`config.mk`:
```
export PLATFORM = sky130hd
export DESIGN_NAME = ram_sp_arbiter
export DESIGN_NICKNAME = d
export VERILOG_FILES = /design/src/rtl/ram_arb_pkg.sv /design/src/rtl/rr_pick.sv /design/src/rtl/ram_sp_arbiter.sv
export SDC_FILE = /design/constraint.sdc
export NUM_CORES = 1
export LEC_CHECK = 0
export BUFFER_PORTS_ARGS = -buffer_cell sky130_fd_sc_hd__buf_2
export CAP_MARGIN = 20
export CORE_MARGIN = 4
export CORE_UTILIZATION = 43
export CTS_BUF_LIST = sky130_fd_sc_hd__clkbuf_4 sky130_fd_sc_hd__clkbuf_8 sky130_fd_sc_hd__clkbuf_16
export DETAILED_ROUTE_END_ITERATION = 8
export PLACE_DENSITY = 0.83
export SLEW_MARGIN = 20
export SYNTH_ARGS = -nofsm -noshare
export SYNTH_HDL_FRONTEND = slang
export SYNTH_SLANG_ARGS = --single-unit
```
`constraint.sdc`:
```
create_clock -name clk -period 1.3 [get_ports clk]
set_input_delay 0.065 -clock clk [delete_from_list [all_inputs] [get_ports clk]]
set_output_delay 0.065 -clock clk [all_outputs]
set_load 0.02 [all_outputs]
```
`src/rtl/ram_arb_pkg.sv`:
```
// Shared types and default sizes for the single-port RAM arbiter.
// Holds the controller state encoding and RAM geometry defaults.
package ram_arb_pkg;

  typedef enum logic {
    ST_INIT = 1'b0,
    ST_RUN  = 1'b1
  } state_e;

  localparam int N_REQ_DEF  = 2;
  localparam int ADDR_W_DEF = 4;
  localparam int DATA_W_DEF = 8;
  localparam int RAM_DEPTH  = 1 << ADDR_W_DEF;

  function automatic int ram_depth(input int aw);
    return 1 << aw;
  endfunction

endpackage

```
`src/rtl/rr_pick.sv`:
```
// Combinational round-robin selector: first valid requester at or after ptr_i,
// wrapping modulo N_REQ; grant_o is one-hot or zero.
module rr_pick
  import ram_arb_pkg::*;
#(
  parameter int N_REQ = N_REQ_DEF,
  parameter int PTR_W = 1
) (
  input  logic [N_REQ-1:0] valid_i,
  input  logic [PTR_W-1:0] ptr_i,
  output logic [N_REQ-1:0] grant_o
);

  logic found;

  always_comb begin
    grant_o = '0;
    found   = 1'b0;
    for (int k = 0; k < N_REQ; k++) begin
      for (int j = 0; j < N_REQ; j++) begin
        if (!found && (j == (int'(ptr_i) + k) % N_REQ) && valid_i[j]) begin
          grant_o[j] = 1'b1;
          found      = 1'b1;
        end
      end
    end
  end

endmodule

```
`src/rtl/ram_sp_arbiter.sv`:
```
// Round-robin arbiter for N_REQ requesters onto one sync-read single-port RAM,
// with a post-reset clear sweep. RAM_ARB_WR_ACK_EN adds write acknowledges.
module ram_sp_arbiter
  import ram_arb_pkg::*;
#(
  parameter int N_REQ  = N_REQ_DEF,
  parameter int ADDR_W = ADDR_W_DEF,
  parameter int DATA_W = DATA_W_DEF
) (
  input  logic                     clk,
  input  logic                     rst,
  input  logic [N_REQ-1:0]         req_valid,
  output logic [N_REQ-1:0]         req_ready,
  input  logic [N_REQ-1:0]         req_we,
  input  logic [N_REQ*ADDR_W-1:0]  req_add,
  input  logic [N_REQ*DATA_W-1:0]  req_din,
  output logic [N_REQ-1:0]         rsp_valid,
  output logic [DATA_W-1:0]        rsp_data,
  output logic [ADDR_W-1:0]        ram_add,
  output logic [DATA_W-1:0]        ram_din,
  output logic                     ram_wr_en,
  input  logic [DATA_W-1:0]        ram_dout,
  output logic                     init_done
);

  localparam int PTR_W = (N_REQ > 1) ? $clog2(N_REQ) : 1;

  state_e              state_q;
  logic [ADDR_W:0]     cnt_q;
  logic [PTR_W-1:0]    ptr_q, ptr_d;
  logic [ADDR_W-1:0]   last_add_q;
  logic                init_done_q;
  logic [N_REQ-1:0]    vld1_q;
  logic [N_REQ-1:0]    rsp_valid_q;
  logic [DATA_W-1:0]   rsp_data_q;
`ifdef RAM_ARB_WR_ACK_EN
  logic                wr1_q;
  logic [DATA_W-1:0]   wdat1_q;
`endif

  logic [N_REQ-1:0]    grant;
  logic [PTR_W-1:0]    gidx;
  logic [ADDR_W-1:0]   sel_add;
  logic [DATA_W-1:0]   sel_din;
  logic                sel_we;
  logic                run;
  logic                accept;

  rr_pick #(
    .N_REQ (N_REQ),
    .PTR_W (PTR_W)
  ) u_pick (
    .valid_i (req_valid),
    .ptr_i   (ptr_q),
    .grant_o (grant)
  );

  always_comb begin
    gidx    = '0;
    sel_add = '0;
    sel_din = '0;
    sel_we  = 1'b0;
    for (int i = 0; i < N_REQ; i++) begin
      if (grant[i]) begin
        gidx    = PTR_W'(i);
        sel_add = req_add[i*ADDR_W +: ADDR_W];
        sel_din = req_din[i*DATA_W +: DATA_W];
        sel_we  = req_we[i];
      end
    end
    run    = (state_q == ST_RUN);
    accept = run && (|grant);
    ptr_d  = (gidx == PTR_W'(N_REQ - 1)) ? '0 : gidx + 1'b1;
  end

  // The sweep runs one extra cycle with writes off after the last address,
  // so RUN starts on the edge after the final clear write.
  always_comb begin
    req_ready = run ? grant : '0;
    if (!run) begin
      ram_add   = cnt_q[ADDR_W-1:0];
      ram_din   = '0;
      ram_wr_en = ~cnt_q[ADDR_W];
    end else begin
      ram_add   = accept ? sel_add : last_add_q;
      ram_din   = sel_din;
      ram_wr_en = accept & sel_we;
    end
  end

  assign rsp_valid = rsp_valid_q;
  assign rsp_data  = rsp_data_q;
  assign init_done = init_done_q;

  always_ff @(posedge clk) begin
    if (rst) begin
      state_q     <= ST_INIT;
      cnt_q       <= '0;
      ptr_q       <= '0;
      last_add_q  <= '0;
      init_done_q <= 1'b0;
      vld1_q      <= '0;
      rsp_valid_q <= '0;
      rsp_data_q  <= '0;
`ifdef RAM_ARB_WR_ACK_EN
      wr1_q       <= 1'b0;
      wdat1_q     <= '0;
`endif
    end else begin
      rsp_valid_q <= vld1_q;
      vld1_q      <= '0;
`ifdef RAM_ARB_WR_ACK_EN
      if (|vld1_q) rsp_data_q <= wr1_q ? wdat1_q : ram_dout;
`else
      if (|vld1_q) rsp_data_q <= ram_dout;
`endif
      case (state_q)
        ST_INIT: begin
          if (cnt_q[ADDR_W]) begin
            state_q     <= ST_RUN;
            init_done_q <= 1'b1;
          end else begin
            cnt_q <= cnt_q + 1'b1;
          end
        end
        ST_RUN: begin
          if (accept) begin
            ptr_q      <= ptr_d;
            last_add_q <= sel_add;
`ifdef RAM_ARB_WR_ACK_EN
            vld1_q     <= grant;
            wr1_q      <= sel_we;
            wdat1_q    <= sel_din;
`else
            vld1_q     <= grant & ~req_we;
`endif
          end
        end
        default: state_q <= ST_INIT;
      endcase
    end
  end

endmodule

```
==> results.txt, run 1 <==
Critical path required time: 1.24 ns. The pin count of the biggest net entering global routing was 18. The share of the clock period used by the worst path came out at 121%. The netlist uses 31 different library cells. For the TritonCTS sink count, the log shows 24. Setup violations remaining at the end of the flow were counted as 15.

The global placement routability congestion is 0.786. Clock-pin slew was measured on the worst setup and hold paths at 0.13 ns. Counting flops with a built-in enable in the synthesized netlist gives 0. For the hold violation total from the final report, the log shows 0.

Gate count of the mapped netlist: 122. The most frequent cell on the critical path is sky130_fd_sc_hd__buf_6. The worst setup path is launched from a flip-flop. For this run, the number of Yosys warnings is 0.

The tools report the kind of end point of the critical path as an output port. The layout filler cell count came out at 186. In this run, placement finished with an instance count of 214.

After the last flow step, the layout net total stands at 238. For this design the top-level I/O count stands at 64. For this run, the detailed router's first-pass iteration total came to 4.

For the CTS buffer count, the log shows 3. For the clock network power share, the log shows 36.5%. The via count of the first global-routing pass is 1255, and the delay of the slowest critical-path stage is 0.35 ns.

The final reports fail on setup timing. Row generation in the floorplan step produced 18 rows. For this design the ratio of total power to cell area is 843 mW/mm^2.

In the final routed layout, each cell accounts on average for 14.9 um. After synthesis, flip-flops and latches occupy 42.0% of the total area. The type of the most critical hold path is input port to flip-flop. The worst clock skew was 0.00802 ns. Port buffering added 63 buffers. Worst path setup slack after routing: -0.270 ns. The post-synthesis instance area is 0.00114 sq mm, and the net switching power figure is 0.324 mW. The flow ran to the end, but the final reports show violations.

Of the total power, combinational logic draws 12.5%. The clock period minus worst slack is 1.57 ns, and the synthesized area per cell is 9.38 sq um. Counting flops with an async set or reset pin after synthesis yields a share of 0%. Number of nets still failing antenna checks after routing: 0. Walking the worst path, the cells encountered are and2b_4 > nor2_4 > buf_6 > a22o_1 > buf_6. The top cell types in the final layout, fill and taps aside, are sky130_fd_sc_hd__buf_2 (51), sky130_fd_sc_hd__dfxtp_1 (22), sky130_fd_sc_hd__a21oi_1 (15), sky130_fd_sc_hd__buf_6 (13).

In this run the static leakage power is 0.773 nW. TritonCTS built the clock tree. Chip width: 59.6 um. The run gives 3400 um as the total wire length. The area of the die was 0.00355 sq mm. The maximum level of the CTS H-tree was 1; the internal power was 1.15 mW.

The initial antenna violation count is 0, and the count of antenna diodes in the layout is 0. For the pin with the worst max-slew slack, the measured transition is 0.339 ns. Setup repair after global routing could not meet its margin everywhere. The detailed router placed 1223 vias in this run. Cells fill 69.9% of the core in the end.

For this design, the slowest cell found on the critical path is sky130_fd_sc_hd__dfxtp_2. Summed over all nets, the half-perimeter wirelength after detailed placement is 2420 um. After detailed routing, the number of vias per cell comes to 5.36.

The cell sitting at the root of the clock tree is a sky130_fd_sc_hd__clkbuf_4. After synthesis, the largest area contributor takes up 42.0% of total cell area. The first global-routing pass estimated 5440 um of wire.

Final max-slew violation count: 0. The logs give 2 for the maximum buffer depth of the clock tree and 1.50 ns for the critical path arrival. The library cell used most frequently in the layout, excluding fill and tap cells, is sky130_fd_sc_hd__buf_2.

The layout-stage area growth over the synthesis result came out at 52.6%. The logs give 0.00250 sq mm for the area of the core and 59 for the violation count after the first detailed-route iteration. Counting flops and latches in the post-synthesis netlist gives 24.

VDD sags by at most 1.00 mV. By area the synthesized netlist is led by sky130_fd_sc_hd__dfxtp_1 (42%), sky130_fd_sc_hd__a21oi_1 (6.6%), sky130_fd_sc_hd__a22o_1 (6.1%), sky130_fd_sc_hd__o32ai_2 (5.7%), sky130_fd_sc_hd__o21ai_0 (3.9%). After global routing the overflow that remains totals 0. The run gives 0 as the max-capacitance violation count. Cell type contributing the most total cell area after synthesis: sky130_fd_sc_hd__dfxtp_1. Net count after synthesis: 161.

Setup total negative slack on the finished layout was measured at -3.11 ns. Net switching is 22.0% of the power. The post-route netlist has 47.0% of its cells at a drive strength greater than 1. After the flow finishes, the layout carries non-filler instances totaling 228. The highest fanout seen on the critical path is 6, and the relative max-transition margin is 77.4%. The clock reaches the later pin of the worst-skew pair after 0.32 ns. The logs give 51.0% for the share of total power in sequential cells and 0 for the number of design rule violations left after detail routing. Global routing consumed, over all layers together, 20.1% of the routing resources. The highest clock rate was 637 MHz; the total chip power was 1.47 mW.

The most common flop cell mapped by yosys was sky130_fd_sc_hd__dfxtp_1. The critical path is of the flip-flop to output port type. For this configuration, the core starts out at a cell density of 45.8%. The die is 59.6 um tall.
==> critical path, delay by kind of cell, from the launching register on <==
kind	cells	cell delay [ns]
AND/OR/NAND/NOR	2	0.37
flip-flops	1	0.35
buffers and inverters	2	0.25
AO/OA/AOI/OAI	1	0.21
==> sequential cells by signal (all words and copies together) (netlist names) <==
name        flops
rsp_data        8
cnt_q           5
last_add_q      4
rsp_valid       2
vld1_q          2
init_done       1
ptr_q           1
run             1
==> per-layer routing <==
layer | wire length, um | track usage, % | part of all wire (%) | vias up
met4 | 61 | 6.96 | 1.8 | 0
met2 | 1830 | 37.9 | 54 | 36
met1 | 1310 | 22.0 | 39 | 577
met5 | 0 | 0 | 0 | -
li1 | - | - | - | 604
met3 | 197 | 4.14 | 5.8 | 6
==> stage by stage <==
stage,hold WS (ns),worst slack [ns],cell area (sq um)
6_report,0.0134,-0.270,1750
5_1_grt,0.0333,-0.316,1750
4_1_cts,0.00580,-0.264,1730
3_5_place_dp,0.255,0.0368,1500
3_3_place_gp,0.258,0.0809,1500
2_1_floorplan,0.137,0.107,1140
==> cell usage after synthesis, types with 2 or more instances <==
library cell and instances:
sky130_fd_sc_hd__nand2_1 10, sky130_fd_sc_hd__a211oi_2 2, sky130_fd_sc_hd__nor2_2 3, sky130_fd_sc_hd__o21ai_0 9
sky130_fd_sc_hd__a21oi_1 15, sky130_fd_sc_hd__o22ai_1 4, sky130_fd_sc_hd__o32ai_2 4, sky130_fd_sc_hd__a22o_1 8
sky130_fd_sc_hd__a211oi_1 2, sky130_fd_sc_hd__inv_1 2, sky130_fd_sc_hd__nor2_1 10, sky130_fd_sc_hd__clkbuf_1 3
sky130_fd_sc_hd__nand2b_1 4, sky130_fd_sc_hd__dfxtp_1 24, sky130_fd_sc_hd__buf_4 2, sky130_fd_sc_hd__nor2b_1 3
sky130_fd_sc_hd__xnor2_1 2, sky130_fd_sc_hd__nor4_1 2
==> timing repair <==
item / CTS / global route
hold buffers: 8 / 0
setup buffers: 1 / 0
setup endpoints to repair: 15 / 15
gates cloned: 1 / 0
resized for setup: 26 / 5
endpoints found under the hold margin: 8 / 0
pin swaps: 6 / 3
==> cell type report <==
type	count	area [sq um]	area share [%]
clock buffers	3	22.5	1.29
clock inverters	1	30.0	1.72
inverters	2	7.51	0.430
multi-input cells	90	637	36.5
flip-flops and latches	24	485	27.8
well taps	30	37.5	2.15
repair buffers	78	527	30.2
==> power groups by stage <==
stage / sequential [mW] / combinational (mW) / clock, mW
2_1_floorplan: 0.767 / 0.0757 / 0
6_report: 0.752 / 0.184 / 0.538
5_1_grt: 0.753 / 0.197 / 0.583
4_1_cts: 0.754 / 0.181 / 0.550
3_3_place_gp: 0.769 / 0.151 / 0
3_5_place_dp: 0.770 / 0.159 / 0
==> path summary, 6_finish.rpt <==
| path | startpoint | to | slack (ns) | cells past startpoint |
|---|---|---|---|---|
| setup reg to reg | cnt_q[4] | cnt_q[3] | 0.16 | 3 |
| setup / recovery | ptr_q | ram_din[2] | -0.27 | 5 |
| hold / removal | ram_dout[4] | rsp_data[4] | 0.01 | 3 |
| hold reg to reg | rsp_data[0] | rsp_data[0] | 0.46 | 2 |
==> cells by family after synthesis <==
kind of cell,after synthesis,synth area share [%]
xor gates and xnor gates,2,1.53
AOI/OAI and AO/OA,48,31.8
muxes,1,0.984
DFF,24,42.0
adders and majority gates,1,1.09
buffers and inverters,9,4.37
and+or+nand+nor,37,18.3
Power figures use the tool's default switching activity.
==> run 2, diff against run 1 <==
CORE_UTILIZATION = 44   (was 43)
PLACE_DENSITY = 0.84   (was 0.83)
SKIP_CTS_REPAIR_TIMING = 1   (was not set)
SYNTH_HIERARCHICAL = 1   (was not set)
==> results.txt, run 2 <==
For the core utilization of the finished layout, the log shows 66.5% (was 69.9%). Half-perimeter wire length of the detailed placement result: 2380 um (was 2420 um). The flow ran to the end, but the final reports show violations. The final hold slack was -0.000102 ns (was 0.0134 ns).

The area of the die was 0.00362 sq mm (was 0.00355 sq mm). Count of flip-flops with a built-in enable after synthesis: 0 (unchanged). Leakage component of the power: 0.743 nW (was 0.773 nW). The clock period minus worst slack was 1.66 ns (was 1.57 ns); the count of antenna diodes in the layout was 0 (unchanged). Number of ports placed on the die boundary: 64 (unchanged).

The logs give 0 (unchanged) for the number of nets still failing antenna checks after routing and 65.4% (was 77.4%) for the relative max-transition margin. The number of design rule violations left after detail routing is 0 (unchanged). Layout-stage area growth over the synthesis result: 41.2% (was 52.6%).

The run gives 1600 um (was 1830 um) as the amount of wire on met2 after detailed routing. The logs give 249 um (was 197 um) for the amount of wire on met3 after detailed routing and -0.05 ns (was 0.16 ns) for the worst reg-to-reg setup slack. Number of register bits inferred by synthesis: 24 (unchanged). The tools report the initial standard-cell utilization of the core as 47.1% (was 45.8%). The CTS buffer count was 3 (unchanged); the post-place instance area was 0.00157 sq mm (was 0.00150 sq mm). TritonCTS built the clock tree.

Worst path cell trace: a21boi_2 > buf_6 > mux2_4 > o211ai_2 > o21ai_1 > buf_2 (was and2b_4 > nor2_4 > buf_6 > a22o_1 > buf_6). TritonCTS sink count: 24 (unchanged). The most common library cell in the layout ignoring fill and taps is sky130_fd_sc_hd__buf_2 (unchanged). The number of flip-flops under the largest register name is 8 (unchanged). Violations in the final reports: hold timing, setup timing (was setup timing). The fraction of layout cells with a size suffix above 1 came out at 46.2% (was 47.0%). The chip width came out at 60.2 um (was 59.6 um). The synthesized area per cell came out at 8.27 sq um (was 9.38 sq um). The maximum level of the CTS H-tree came out at 1 (unchanged). For the final instance count without filler cells, the log shows 242 (was 228). The worst min-delay path startpoint was ram_dout[5] (was ram_dout[4]). The hold violation total from the final report came out at 1 (was 0). The worst hold path endpoint is rsp_data[5] (was rsp_data[4]). The tools report the area of the core as 0.00254 sq mm (was 0.00250 sq mm). The critical path arrival was 1.60 ns (was 1.50 ns); the depth of the most critical reg-to-reg path was 6 (was 3). The count of buffers inserted at the top-level ports was 63 (unchanged); the detailed-routing wirelength on met1 was 1200 um (was 1310 um). The pin count of the biggest net entering global routing was 25 (was 18).

The type of the most critical hold path is input port to flip-flop (unchanged). The tools report the sum of negative setup slack as -4.07 ns (was -3.11 ns). Clock input transition at the sequential cells of the worst setup and hold paths: 0.13 ns (about the same).

The run gives 17.4% (was 20.1%) as the overall fraction of global-route tracks in use. The remaining global-route overflow was 0 (unchanged). The worst clock skew is 0.00275 ns (was 0.00802 ns). The uppermost signal routing layer after detailed routing is met4 (unchanged).

The startpoint class of the critical path is a flip-flop (unchanged). Transition time of the tightest slew-check pin: 0.518 ns (was 0.339 ns). Setup repair after global routing could not meet its margin everywhere. The worst slack at placement was -0.0867 ns (was 0.0368 ns). Most used standard cells in the synthesized netlist: sky130_fd_sc_hd__dfxtp_1 (24), sky130_fd_sc_hd__nor2_1 (20), sky130_fd_sc_hd__o21ai_0 (13), sky130_fd_sc_hd__nand2_1 (12), sky130_fd_sc_hd__a21oi_1 (10) (was sky130_fd_sc_hd__dfxtp_1 (24), sky130_fd_sc_hd__a21oi_1 (15), sky130_fd_sc_hd__nand2_1 (10), sky130_fd_sc_hd__nor2_1 (10), sky130_fd_sc_hd__o21ai_0 (9)).

Most used cells in the layout excluding fill and tap cells: sky130_fd_sc_hd__buf_2 (62), sky130_fd_sc_hd__dfxtp_1 (23), sky130_fd_sc_hd__o21ai_0 (13), sky130_fd_sc_hd__nand2_1 (12), sky130_fd_sc_hd__nor2_1 (12) (was sky130_fd_sc_hd__buf_2 (51), sky130_fd_sc_hd__dfxtp_1 (22), sky130_fd_sc_hd__a21oi_1 (15), sky130_fd_sc_hd__buf_6 (13)). The tools report the max-capacitance violation count as 0 (unchanged). The total buffers and inverters traversed by the critical path was 2 (unchanged). Via count of the first global-routing pass: 1141 (was 1255).

The tools report the reg-to-reg startpoint as ptr_q (was cnt_q[4]). The type of the setup path with the least slack was flip-flop to output port (unchanged). The total non-filler cell area in the finished layout came out at 0.00169 sq mm (was 0.00175 sq mm). The share of the clock period used by the worst path is 128% (was 121%), and the total wire length is 3070 um (was 3400 um). The power per unit of standard cell area is 882 mW/mm^2 (was 843 mW/mm^2), and the highest clock rate is 602 MHz (was 637 MHz). The global placement routability congestion was 0.815 (was 0.786); the number of vias per cell was 5.25 (was 5.36).

The run gives 19 (was 15) as the final setup violation count. The slowest cell on the critical path was sky130_fd_sc_hd__dfxtp_2 (unchanged). The largest delay contributor family on the critical path is flip-flops (was simple AND/OR/NAND/NOR gates).

Cell chosen for the clock root: sky130_fd_sc_hd__clkbuf_4 (unchanged). The post-synthesis instance area is 0.00120 sq mm (was 0.00114 sq mm), and the final max-slew violation count is 0 (unchanged). The run gives 6 (was 0) as the number of warnings printed during yosys synthesis. The first-pass GRT wire length came out at 4770 um (was 5440 um). The distinct cell type count of the synthesized netlist came out at 32 (was 31).

The net count after synthesis is 184 (was 161). The tools report the kind of end point of the critical path as an output port (unchanged). The highest fanout seen on the critical path was 7 (was 6).

The delay of the slowest critical-path stage works out to 0.35 ns (about the same). The run gives -0.361 ns (was -0.270 ns) as the worst path setup slack after routing. Main area contributors after synthesis: sky130_fd_sc_hd__dfxtp_1 (40%), sky130_fd_sc_hd__nor2_1 (6.3%), sky130_fd_sc_hd__a22oi_1 (5.6%), sky130_fd_sc_hd__o21ai_0 (5.4%), sky130_fd_sc_hd__a211oi_1 (4.4%) (was sky130_fd_sc_hd__dfxtp_1 (42%), sky130_fd_sc_hd__a21oi_1 (6.6%), sky130_fd_sc_hd__a22o_1 (6.1%), sky130_fd_sc_hd__o32ai_2 (5.7%), sky130_fd_sc_hd__o21ai_0 (3.9%)). The via count of the routed design is 1271 (was 1223), and the clock latency reported for the late side of the worst-skew pair is 0.31 ns (was 0.32 ns). The fraction of the yosys area taken by sequential cells was 40.1% (was 42.0%); the share of the synthesized area in the top cell type was 40.1% (was 42.0%).

The cell depth of the worst min-delay path was 3 (unchanged). The layout filler cell count came out at 228 (was 186). The run gives 4 (unchanged) as the number of search-and-repair iterations in the first detailed-routing pass.

The run gives 145 (was 122) as the gate count of the mapped netlist. The maximum buffer depth of the clock tree is 2 (unchanged). Number of instances in the placed design: 235 (was 214). The logs give 0.749 mV (was 1.00 mV) for the maximum ir drop on the vdd rail and 0 (unchanged) for the initial antenna violation count.

Most frequent cell after synthesis: sky130_fd_sc_hd__dfxtp_1 (unchanged). The wire length per cell is 12.7 um (was 14.9 um). Violation count after the first detailed-route iteration: 28 (was 59).

The critical path required time is 1.24 ns (about the same), and the proportion of register bits with asynchronous set or reset after synthesis is 0% (unchanged). The tools report the number of nets in the final layout as 252 (was 238). The most common flop cell mapped by yosys was sky130_fd_sc_hd__dfxtp_1 (unchanged). The die extent in y was 60.2 um (was 59.6 um); the total chip power was 1.49 mW (was 1.47 mW). The number of cell rows came out at 18 (unchanged). The endpoint of the lowest-slack register-to-register path was last_add_q[2] (was cnt_q[3]). The cell type contributing the most total cell area after synthesis is sky130_fd_sc_hd__dfxtp_1 (unchanged).
==> run 2: cell count changes in the layout (fill, tap and decap cells not counted), sizes merged, moves of 5 or more <==
cell and change:
a22oi +9, a22o -8, dlygate4sd3 -6, nor2 +6
o21ai +5
==> run 2: worst max path at each step <==
stage	slack [ns]	cells after the start	end	from
detailed placement	-0.09	6	last_add_q[1]	ptr_q
floorplan	0.02	5	ram_wr_en	ptr_q
global placement	-0.03	6	ram_add[3]	ptr_q
finish	-0.36	6	ram_add[3]	ptr_q
global route	-0.45	6	ram_wr_en	ptr_q
CTS	-0.42	6	ram_add[3]	ptr_q
==> run 2: where the power goes <==
group	total, mW	leakage [nW]	switching, mW	internal [mW]
registers	0.754	0.194	0.0104	0.744
logic	0.209	0.521	0.0991	0.110
clock network	0.530	0.0279	0.219	0.311
total	1.49	0.743	0.328	1.17
==> run 2: final cells by class <==
cell class                      count  area (sq um)  share of cell area, %
Clock buffer                        3          22.5                   1.33
Clock inverter                      1          30.0                   1.77
Multi-Input combinational cell    107           693                   40.9
Inverter                            3          11.3                  0.665
Sequential cell                    24           482                   28.5
Tap cell                           30          37.5                   2.22
Timing Repair Buffer               74           417                   24.6
==> run 2: worst min-delay path: cells and delay by family <==
family	cells	cell delay, ns
buffers and inverters	1	0.09
AO/OA/AOI/OAI	2	0.12
==> run 2: kinds of logic after synthesis <==
kind of cell	synth area share (%)
adders and majority gates	1.04
and+or+nand+nor	22.4
DFF	40.1
buffers and inverters	6.37
AOI/OAI and AO/OA	27.3
xor gates and xnor gates	1.46
muxes	1.25
==> run 2: metal layers <==
metal	up-vias	GRT usage, %
met5	-	0
met4	0	6.65
met3	2	3.46
met2	41	33.3
met1	589	18.3
li1	639	-
==> run 3, diff against run 2 <==
SETUP_SLACK_MARGIN = 0.3   (was not set)
==> results.txt, run 3 (same netlist as run 2, synthesis figures left out) <==
Final max-slew violation count: 0 (unchanged). The run gives 47.1% (unchanged) as the initial standard-cell utilization of the core. The number of search-and-repair iterations in the first detailed-routing pass was 4 (unchanged); the via count of the routed design was 1313 (was 1271). The tools report the global placement routability congestion as 0.832 (was 0.815). The count of buffers inserted at the top-level ports is 63 (unchanged).

Violations in the final reports: hold timing, setup timing (unchanged). The final setup violation count is 19 (unchanged). Setup repair after global routing could not meet its margin everywhere. Kind of end point of the critical path: an output port (unchanged).

The wire length per cell was 14.9 um (was 12.7 um); the TritonCTS sink count was 24 (unchanged). The max-capacitance violation count is 0 (unchanged), and the share of the clock period used by the worst path is 129% (was 128%). Violation count after the first detailed-route iteration: 44 (was 28). The sum of negative setup slack was -4.98 ns (was -4.07 ns); the clock latency reported for the late side of the worst-skew pair was 0.32 ns (was 0.31 ns). The first-pass GRT wire length was 5180 um (was 4770 um); the highest fanout seen on the critical path was 5 (was 7). The die extent in y works out to 60.2 um (unchanged). Worst path cell trace: a21boi_4 > mux2_4 > o211ai_2 > o21ai_2 > buf_6 (was a21boi_2 > buf_6 > mux2_4 > o211ai_2 > o21ai_1 > buf_2). The chip width is 60.2 um (unchanged), and the number of nets in the final layout is 255 (was 252). The logs give -0.376 ns (was -0.361 ns) for the worst path setup slack after routing and 64 (unchanged) for the number of ports placed on the die boundary. The maximum level of the CTS H-tree came out at 1 (unchanged). For the count of antenna diodes in the layout, the log shows 0 (unchanged). The remaining global-route overflow was 0 (unchanged).

Most used cells in the layout excluding fill and tap cells: sky130_fd_sc_hd__buf_2 (52), sky130_fd_sc_hd__dfxtp_1 (17), sky130_fd_sc_hd__buf_6 (15), sky130_fd_sc_hd__o21ai_0 (13) (was sky130_fd_sc_hd__buf_2 (62), sky130_fd_sc_hd__dfxtp_1 (23), sky130_fd_sc_hd__o21ai_0 (13), sky130_fd_sc_hd__nand2_1 (12), sky130_fd_sc_hd__nor2_1 (12)). The type of the setup path with the least slack was flip-flop to output port (unchanged). The transition time of the tightest slew-check pin was 0.483 ns (was 0.518 ns). The startpoint class of the critical path was a flip-flop (unchanged). For the sequential cell area, the log shows 499 sq um (was 482 sq um). The leakage component of the power was 0.797 nW (was 0.743 nW); the maximum ir drop on the vdd rail was 0.849 mV (was 0.749 mV). For the relative max-transition margin, the log shows 67.8% (was 65.4%). Number of flip-flops under the largest register name: 8 (unchanged). Number of vias per cell: 5.36 (was 5.25).

The flow ran to the end, but the final reports show violations. The number of cell rows is 18 (unchanged), and the total non-filler cell area in the finished layout is 0.00191 sq mm (was 0.00169 sq mm). The logs give 18.6% (was 17.4%) for the overall fraction of global-route tracks in use and 597 MHz (was 602 MHz) for the highest clock rate.

The critical path required time was 1.24 ns (about the same). The logs give 0.00254 sq mm (unchanged) for the area of the core and 0 (unchanged) for the number of design rule violations left after detail routing. The run gives 1230 (was 1141) as the via count of the first global-routing pass.

Layout-stage area growth over the synthesis result: 59.6% (was 41.2%). For the initial antenna violation count, the log shows 0 (unchanged). The multi-input gate area in the final layout is 803 sq um (was 693 sq um).

The slowest cell on the critical path is sky130_fd_sc_hd__dfxtp_4 (was sky130_fd_sc_hd__dfxtp_2). For the area of the die, the log shows 0.00362 sq mm (unchanged). The cell chosen for the clock root is sky130_fd_sc_hd__clkbuf_4 (unchanged). The worst clock skew is 0.00466 ns (was 0.00275 ns), and the delay of the slowest critical-path stage is 0.38 ns (was 0.35 ns). The clock input transition at the sequential cells of the worst setup and hold paths is 0.13 ns (about the same). TritonCTS built the clock tree. The pin count of the biggest net entering global routing is 25 (unchanged), and the power per unit of standard cell area is 736 mW/mm^2 (was 882 mW/mm^2). The CTS buffer count was 3 (unchanged); the hold violation total from the final report was 3 (was 1).

Most common library cell in the layout ignoring fill and taps: sky130_fd_sc_hd__buf_2 (unchanged). The run gives 2520 um (was 2380 um) as the half-perimeter wire length of the detailed placement result. For the maximum buffer depth of the clock tree, the log shows 2 (unchanged). The run gives 3660 um (was 3070 um) as the total wire length.

For the critical path arrival, the log shows 1.61 ns (was 1.60 ns). The clock period minus worst slack is 1.68 ns (was 1.66 ns), and the layout filler cell count is 200 (was 228). The core utilization of the finished layout came out at 75.2% (was 66.5%). The type of the most critical hold path is input port to flip-flop (unchanged). The tools report the final hold slack as -0.00166 ns (was -0.000102 ns). The post-place instance area was 0.00163 sq mm (was 0.00157 sq mm); the number of nets still failing antenna checks after routing was 0 (unchanged). The fraction of layout cells with a size suffix above 1 is 57.2% (was 46.2%).
run 3: cell types whose count changed in the layout (fill, tap and decap cells not counted), sizes merged:
cell	change
bufinv	-1
inv	-1
clkbuf	+1
clkinvlp	+1
buf	+3
run 3: path summary, 6_finish.rpt:
kind         cells past startpoint  slack (ns)         from            end
max                              5       -0.38        ptr_q     ram_add[3]
min                              3      -0.002  ram_dout[2]    rsp_data[2]
max reg2reg                      6       -0.15        ptr_q  last_add_q[0]
min reg2reg                      2        0.46  rsp_data[2]    rsp_data[2]
run 3: where the power goes:
group | internal, mW | switching [mW]
sequential | 0.739 | 0.0127
combinational | 0.136 | 0.121
clock | 0.171 | 0.228
total | 1.05 | 0.362
run 3: worst max-delay path: cells and delay by family, from the launching register on:
| kind | cells | cell delay, ns |
|---|---|---|
| compound gates | 3 | 0.45 |
| buf+inv | 1 | 0.13 |
| flops | 1 | 0.38 |
| mux | 1 | 0.32 |
run 3: area by class of cell:
class	count	share of cell area [%]
Sequential cell	24	26.1
Tap cell	30	1.96
Multi-Input combinational cell	107	42.0
Timing Repair Buffer	77	27.3
Inverter	3	0.785
Clock buffer	4	1.90
run 3: per-stage QoR:
stage	total power, mW	worst slack, ns	cells
finish	1.41	-0.376	245
detailed placement	0.978	-0.0662	236
global placement	0.975	-0.0351	236
floorplan	0.887	0.106	145
global route	1.48	-0.459	245
CTS	1.37	-0.455	240
run 3: layer usage:
layer	share of wire [%]	global-route usage, %	vias up	routed length (um)
met3	6.5	3.89	5	238
met4	0.79	6.96	0	29
met1	39	18.5	611	1420
met2	54	36.7	46	1970
met5	0	0	-	0
li1	-	-	651	-
